$ cat src/rtl/sym_generator_pkg.sv
// Shared types and constants for the symbol generator and its consumers.
package sym_generator_pkg;

   // Default symbol width, also used by the scoring block.
   localparam int SYM_W_DEF = 2;

   // Galois LFSR feedback mask for x^16 + x^14 + x^13 + x^11.
   localparam logic [15:0] LFSR_TAPS = 16'hB400;

   // Default LFSR reset value.
   localparam logic [15:0] LFSR_SEED_DEF = 16'hACE1;

   // Generator control states.
   typedef enum logic [1:0] {
      IDLE = 2'd0,
      RUN  = 2'd1,
      OVER = 2'd2
   } state_t;

   // One right-shifting Galois step: feed the dropped LSB back through the tap mask.
   function automatic logic [15:0] lfsr_next(input logic [15:0] v);
      lfsr_next = {1'b0, v[15:1]} ^ (v[0] ? LFSR_TAPS : 16'h0000);
   endfunction

endpackage

$ cat src/rtl/sym_generator_if.sv
// Symbol generator bus: level-controller inputs, consumer handshake and status.
//
// Handshake: symValid high means symOut holds a symbol not yet taken. The
// consumer takes it by raising symTaken for one cycle while symValid is high;
// symValid falls on the following cycle and symOut is held. symTaken while
// symValid is low has no effect. symStrobe marks the first cycle of each new
// symbol. state_dbg mirrors the generator FSM state for observation.
interface sym_generator_if
   import sym_generator_pkg::*;
#(
   parameter int SYM_W = SYM_W_DEF
) ();

   logic             newLevel;
   logic [31:0]      symGenMax;
   logic             symTaken;
   logic             symValid;
   logic [SYM_W-1:0] symOut;
   logic             symStrobe;
   logic [3:0]       missCount;
   logic             gameOver;
   state_t           state_dbg;

   // Level controller / consumer side.
   modport master (
      output newLevel, symGenMax, symTaken,
      input  symValid, symOut, symStrobe, missCount, gameOver, state_dbg
   );

   // Generator side.
   modport slave (
      input  newLevel, symGenMax, symTaken,
      output symValid, symOut, symStrobe, missCount, gameOver, state_dbg
   );

endinterface

$ cat src/rtl/sym_generator_lfsr16.sv
// 16-bit Galois LFSR that advances one step only when asked to.
module lfsr16
   import sym_generator_pkg::*;
(
   input  logic        clk,
   input  logic        rst,
   input  logic        step,
   input  logic [15:0] seed,
   output logic [15:0] value
);

   logic [15:0] value_q;
   logic [15:0] value_d;

   // Advance on request, otherwise hold.
   always_comb begin
      value_d = value_q;
      if (step) begin
         value_d = lfsr_next(value_q);
      end
   end

   // Register with synchronous load of the seed.
   always_ff @(posedge clk) begin
      if (rst) begin
         value_q <= seed;
      end else begin
         value_q <= value_d;
      end
   end

   assign value = value_q;

endmodule

$ cat src/rtl/sym_generator.sv
// Level-paced pseudo-random symbol source with take handshake and miss counting.
module sym_generator
   import sym_generator_pkg::*;
#(
   parameter int          SYM_W      = SYM_W_DEF,
   parameter logic [15:0] LFSR_SEED  = LFSR_SEED_DEF,
   parameter int          MAX_MISSES = 3,
   parameter int          MIN_PERIOD = 1000
) (
   input  logic            Clk100M,
   input  logic            Rst,
   sym_generator_if.slave  bus
);

   // A zero seed would lock the LFSR, so it is replaced by 1.
   localparam logic [15:0] SEED_EFF  = (LFSR_SEED == 16'h0000) ? 16'h0001 : LFSR_SEED;
   localparam logic [31:0] MIN_P     = 32'(MIN_PERIOD);
   localparam logic [3:0]  MAX_MISS  = 4'(MAX_MISSES);

   state_t           state_q, state_d;
   logic [31:0]      cnt_q, cnt_d;
   logic [31:0]      period_q, period_d;
   logic             sym_valid_q, sym_valid_d;
   logic             sym_strobe_q, sym_strobe_d;
   logic [SYM_W-1:0] sym_out_q, sym_out_d;
   logic [3:0]       miss_q, miss_d;

   logic             lfsr_step;
   logic [15:0]      lfsr_val;
   logic [15:0]      lfsr_nxt;
   logic             lfsr_unused;

   logic             terminal;
   logic             take;
   logic             miss;
   logic [3:0]       miss_inc;
   logic [31:0]      period_new;

   lfsr16 u_lfsr (
      .clk   (Clk100M),
      .rst   (Rst),
      .step  (lfsr_step),
      .seed  (SEED_EFF),
      .value (lfsr_val)
   );

   // The symbol presented after an event is the LFSR value after its step.
   assign lfsr_nxt    = lfsr_next(lfsr_val);
   assign lfsr_unused = ^lfsr_nxt[15:SYM_W];

   assign terminal   = (cnt_q == (period_q - 32'd1));
   assign take       = bus.symTaken & sym_valid_q;
   assign miss       = sym_valid_q & ~bus.symTaken;
   assign miss_inc   = (miss_q == 4'hF) ? 4'hF : (miss_q + 4'd1);
   assign period_new = (bus.symGenMax < MIN_P) ? MIN_P : bus.symGenMax;

   // State register.
   always_ff @(posedge Clk100M) begin
      if (Rst) begin
         state_q <= IDLE;
      end else begin
         state_q <= state_d;
      end
   end

   // Next state: start on a level pulse, stop once the miss limit is reached.
   always_comb begin
      state_d = state_q;
      case (state_q)
         IDLE: begin
            if (bus.newLevel) begin
               state_d = RUN;
            end
         end
         RUN: begin
            if (!bus.newLevel && terminal && miss && (miss_inc >= MAX_MISS)) begin
               state_d = OVER;
            end
         end
         OVER: begin
            state_d = OVER;
         end
         default: begin
            state_d = IDLE;
         end
      endcase
   end

   // Outputs and datapath: period counter, symbol events, take and miss handling.
   always_comb begin
      cnt_d        = cnt_q;
      period_d     = period_q;
      sym_valid_d  = sym_valid_q;
      sym_strobe_d = 1'b0;
      sym_out_d    = sym_out_q;
      miss_d       = miss_q;
      lfsr_step    = 1'b0;
      case (state_q)
         IDLE: begin
            if (bus.newLevel) begin
               period_d = period_new;
               cnt_d    = 32'd0;
            end
         end
         RUN: begin
            if (take) begin
               sym_valid_d = 1'b0;
            end
            if (bus.newLevel) begin
               // Restart pacing; a pending symbol keeps waiting under the new period.
               period_d = period_new;
               cnt_d    = 32'd0;
            end else if (terminal) begin
               cnt_d = 32'd0;
               if (miss) begin
                  miss_d = miss_inc;
               end
               if (state_d == OVER) begin
                  sym_valid_d = 1'b0;
               end else begin
                  lfsr_step    = 1'b1;
                  sym_valid_d  = 1'b1;
                  sym_strobe_d = 1'b1;
                  sym_out_d    = lfsr_nxt[SYM_W-1:0];
               end
            end else begin
               cnt_d = cnt_q + 32'd1;
            end
         end
         OVER: begin
            sym_valid_d = 1'b0;
         end
         default: begin
            sym_valid_d = 1'b0;
         end
      endcase
   end

   // Datapath registers with synchronous reset.
   always_ff @(posedge Clk100M) begin
      if (Rst) begin
         cnt_q        <= 32'd0;
         period_q     <= MIN_P;
         sym_valid_q  <= 1'b0;
         sym_strobe_q <= 1'b0;
         sym_out_q    <= '0;
         miss_q       <= 4'd0;
      end else begin
         cnt_q        <= cnt_d;
         period_q     <= period_d;
         sym_valid_q  <= sym_valid_d;
         sym_strobe_q <= sym_strobe_d;
         sym_out_q    <= sym_out_d;
         miss_q       <= miss_d;
      end
   end

   assign bus.symValid  = sym_valid_q;
   assign bus.symOut    = sym_out_q;
   assign bus.symStrobe = sym_strobe_q;
   assign bus.missCount = miss_q;
   assign bus.gameOver  = (state_q == OVER);
   assign bus.state_dbg = state_q;

endmodule

$ cat src/flat_wrapper.sv
// flat-port wrapper written by rule: the top's interface ports become plain ports
module sym_generator_flat import sym_generator_pkg::*;
#(
   parameter int          SYM_W      = SYM_W_DEF,
   parameter logic [15:0] LFSR_SEED  = LFSR_SEED_DEF,
   parameter int          MAX_MISSES = 3,
   parameter int          MIN_PERIOD = 1000
)
  (Clk100M, Rst, bus_newLevel, bus_symGenMax, bus_symTaken, bus_symValid, bus_symOut, bus_symStrobe, bus_missCount, bus_gameOver, bus_state_dbg);
  sym_generator_if #(.SYM_W(SYM_W)) bus_i ();
  input  logic Clk100M;
  input  logic Rst;
  input wire logic [$bits(bus_i.newLevel)-1:0] bus_newLevel;
  input wire logic [$bits(bus_i.symGenMax)-1:0] bus_symGenMax;
  input wire logic [$bits(bus_i.symTaken)-1:0] bus_symTaken;
  output wire logic [$bits(bus_i.symValid)-1:0] bus_symValid;
  output wire logic [$bits(bus_i.symOut)-1:0] bus_symOut;
  output wire logic [$bits(bus_i.symStrobe)-1:0] bus_symStrobe;
  output wire logic [$bits(bus_i.missCount)-1:0] bus_missCount;
  output wire logic [$bits(bus_i.gameOver)-1:0] bus_gameOver;
  output wire logic [$bits(bus_i.state_dbg)-1:0] bus_state_dbg;
  assign bus_i.newLevel = bus_newLevel;
  assign bus_i.symGenMax = bus_symGenMax;
  assign bus_i.symTaken = bus_symTaken;
  assign bus_symValid = bus_i.symValid;
  assign bus_symOut = bus_i.symOut;
  assign bus_symStrobe = bus_i.symStrobe;
  assign bus_missCount = bus_i.missCount;
  assign bus_gameOver = bus_i.gameOver;
  assign bus_state_dbg = bus_i.state_dbg;
  sym_generator #(.SYM_W(SYM_W), .LFSR_SEED(LFSR_SEED), .MAX_MISSES(MAX_MISSES), .MIN_PERIOD(MIN_PERIOD)) u_core (.Clk100M(Clk100M), .Rst(Rst), .bus(bus_i));
endmodule
$ cat config.mk
export PLATFORM = sky130hd
export DESIGN_NAME = sym_generator_flat
export DESIGN_NICKNAME = d
export VERILOG_FILES = /design/src/rtl/sym_generator_pkg.sv /design/src/rtl/sym_generator_if.sv /design/src/rtl/sym_generator_lfsr16.sv /design/src/rtl/sym_generator.sv /design/src/flat_wrapper.sv
export SDC_FILE = /design/constraint.sdc
export NUM_CORES = 1
export LEC_CHECK = 0
export CAP_MARGIN = 20
export CORE_MARGIN = 5
export CORE_UTILIZATION = 55
export DETAILED_ROUTE_END_ITERATION = 8
export PLACE_DENSITY_LB_ADDON = 0.25
export SLEW_MARGIN = 15
export SYNTH_ARGS = -nofsm -noshare
export SYNTH_HDL_FRONTEND = slang
export SYNTH_SLANG_ARGS = --single-unit
$ cat constraint.sdc
create_clock -name Clk100M -period 6.15 [get_ports Clk100M]
set_input_delay 0.9225 -clock Clk100M [delete_from_list [all_inputs] [get_ports Clk100M]]
set_output_delay 0.9225 -clock Clk100M [all_outputs]
set_load 0.01 [all_outputs]
==> impl_metrics.yaml <==
placed_design:
  port_buffers: 46
  place_hpwl_um: 10100
  globalplace.congestion: 0.968
global_route:
  grt.overflow.total: 0
  grt_max_degree: 76
  grt_pass1_vias: 4645
  grt_use_total_pct: 24.4
  antenna_found_initial: 0
  grt_pass1_wl_um: 23100
finish:
  layout-drive-gt1-share_pct: 6.51
  seqCellArea_um2: 1800
  multi_input_area_um2: 3360
  layout_commonest_cell: "nand2_1"
  fillCellCount: 896
  nNetsFinal: 741
  diodes: 0
  final_cell_mix: "94 x nand2_1, 90 x dfxtp_1, 55 x nor2_1"
  area_delta_synth_final_pct: 12.5
outcome:
  status: "complete, no violations"
cts:
  clock_sinks: 90
  clk_path_buf_depth: 2
  cts_resized: 0
  cts-buffers-inserted: 9
  path_clk_slew_ns: 0.09
  root_buffer: "clkbuf_8"
  cts_max_level: 3
  cts_hold_buffers: 0
  clkLatencyLatePin_ns: 0.36
  tritoncts: "yes"
  post-cts-setup-buffer-count: 0
critical_path:
  setup.worst_path.start_class: "register"
  reg2reg_depth: 10
  critical_path_class: "register to register"
  endpoint_kind: "register"
  worst_ep_arrival_time_ns: 4.68
  crit_required_ns: 6.36
  path_max_fanout: 43
power:
  ir_drop_uv: 124
  fin_total_pwr_mw: 1.17
  p_per_area_nw_per_um2: 193
  p_leak_nw: 1.95
flow_run:
  cap_viol_max_count: 0
detailed_routing:
  antenna_left: 0
  wl_um: 13900
  dr_total_vias: 5056
  wl_per_cell_um: 16.5
  routed_via_density: 6.02
  drc: 0
  first_pass_iters: 5
  drt_iter0_markers: 338
worst_hold_path:
  holdPathStages: 2
  hp-class: "register to register"
floorplanning:
  die_h_um: 109
  num_rows: 36
  floorplan.die_area_um2: 11900
  ios: 47
  coreArea_um2: 9680
  initial_core_util_pct: 55.6
  die_w_um: 109
timing:
  worst_slew_pin_slew_ns: 1.05
  hold_violations: 0
  rsz0062_at_grt: "no"
  period_needed_ns: 4.47
  maxSlewHeadroom_pct: 29.9
  fin_crit_sh_pct: 72.7
  setup_tns_ns: 0
  drv_slew: 0
  setup_viol: 0
  fmax_ghz: 0.224
  finClkSkew_ns: 0.00709
logic_synthesis:
  synth_edf_count: 0
  async_flop_share_pct: 0
  synth_area_leaders: "dfxtp_1 33%, nand2_1 6.6%, xnor2_1 5.2%"
  yosys.area.top_type_share_pct: 33.4
  yosysSeqAreaShare_pct: 33.4
  yosysUniqueCellTypes: 63
  syn-num-nets: 724
  ys_warn_count: 0
  syn_avg_cell_area_um2: 7.86
  netlist_instances: 685
  synth_top_cell_by_area: "dfxtp_1"
  synth_seq_cells: 90
  synth-main-ff-cell: "dfxtp_1"
  netlist_area_um2: 5390
routing by layer:
metal	vias up	routed length [um]	part of all wire [%]	track usage [%]
met5	-	0	0	0
met4	0	281	2.0	8.30
met3	22	675	4.9	4.20
met2	138	6820	49	40.6
met1	2379	6090	44	31.9
li1	2517	-	-	-
area by class of cell:
type / instances / share of cell area, %
flip-flops and latches: 90 / 29.7
well taps: 133 / 2.75
clock buffers: 9 / 2.04
multi-input cells: 540 / 55.5
repair buffers: 50 / 8.01
clock inverters: 7 / 1.28
inverters: 11 / 0.682
logic make-up after synthesis:
group,share of synthesized area [%]
simple gates,32.9
compound gates,15.1
flops,33.4
xor+xnor,9.43
buf+inv,4.32
mux,4.11
fa+ha+maj,0.697
stage by stage:
| stage | hold WS (ns) | instance area [um^2] | worst slack, ns | util (%) | cells |
|---|---|---|---|---|---|
| after floorplan | 0.449 | 5390 | 2.83 | - | 685 |
| after global placement | 0.459 | 5850 | 1.91 | 60.4 | 824 |
| after detailed placement | 0.467 | 5850 | 1.73 | 60.4 | 824 |
| after CTS | 0.482 | 6050 | 1.72 | 62.5 | 840 |
| after global routing | 0.492 | 6060 | 1.29 | 62.6 | 840 |
| final | 0.482 | 6060 | 1.68 | 62.6 | 840 |
state kept, by name, indices dropped and copies added, names as in the netlist:
register,cells
u_core.bus.missCount,4
u_core.bus.state_dbg,2
u_core.bus.symOut,2
u_core.bus.symStrobe,1
u_core.bus.symValid,1
u_core.cnt_q,32
u_core.period_q,32
u_core.u_lfsr.value,16
worst paths after layout:
| check | from | endpoint | slack [ns] |
|---|---|---|---|
| worst min-delay path | u_core.bus.symOut[0]$_SDFFE_PP0P_ | u_core.bus.symOut[0]$_SDFFE_PP0P_ | 0.48 |
| worst max-delay path | u_core.period_q[0]$_SDFFE_PP0P_ | u_core.cnt_q[15]$_SDFFE_PP0P_ | 1.68 |
| worst min register to register | u_core.bus.symOut[0]$_SDFFE_PP0P_ | u_core.bus.symOut[0]$_SDFFE_PP0P_ | 0.48 |
| worst max register to register | u_core.period_q[0]$_SDFFE_PP0P_ | u_core.cnt_q[15]$_SDFFE_PP0P_ | 1.68 |
where the power goes:
group	switching, mW	internal [mW]
registers	0.0223	0.595
logic	0.0763	0.0650
clock network	0.222	0.191
worst max-delay path, cell delays in order, from the launching register on:
cell and delay, ns:
dfxtp_1 0.37, inv_1 0.08, ha_1 0.23, or4b_1 0.54, or2_0 0.38, a2111oi_0 0.43, o2111ai_1 0.20, a2111oi_2 0.48
nand4_4 0.57, nand2_1 0.77, o311ai_0 0.26
synthesized netlist by cell type (4+ instances only):
| cell | instances |
|---|---|
| o22ai_1 | 6 |
| nand4_1 | 30 |
| or3_1 | 9 |
| nand2b_1 | 22 |
| and2_1 | 4 |
| nor2_1 | 55 |
| or2_2 | 8 |
| a21oi_1 | 29 |
| or4_1 | 6 |
| and3_1 | 9 |
| a31oi_1 | 8 |
| o311ai_0 | 10 |
| buf_1 | 6 |
| nand2_1 | 94 |
| xnor2_1 | 32 |
| nand3_1 | 24 |
| a22oi_1 | 6 |
| inv_1 | 11 |
| dfxtp_1 | 90 |
| o21ai_0 | 27 |
| o31ai_1 | 4 |
| or3b_2 | 4 |
| clkbuf_1 | 32 |
| nor3_1 | 21 |
| xor2_1 | 26 |
| nor2b_1 | 8 |
| nor4_1 | 25 |
| mux2i_1 | 21 |
No activity file was read; power rests on OpenSTA's default activity.
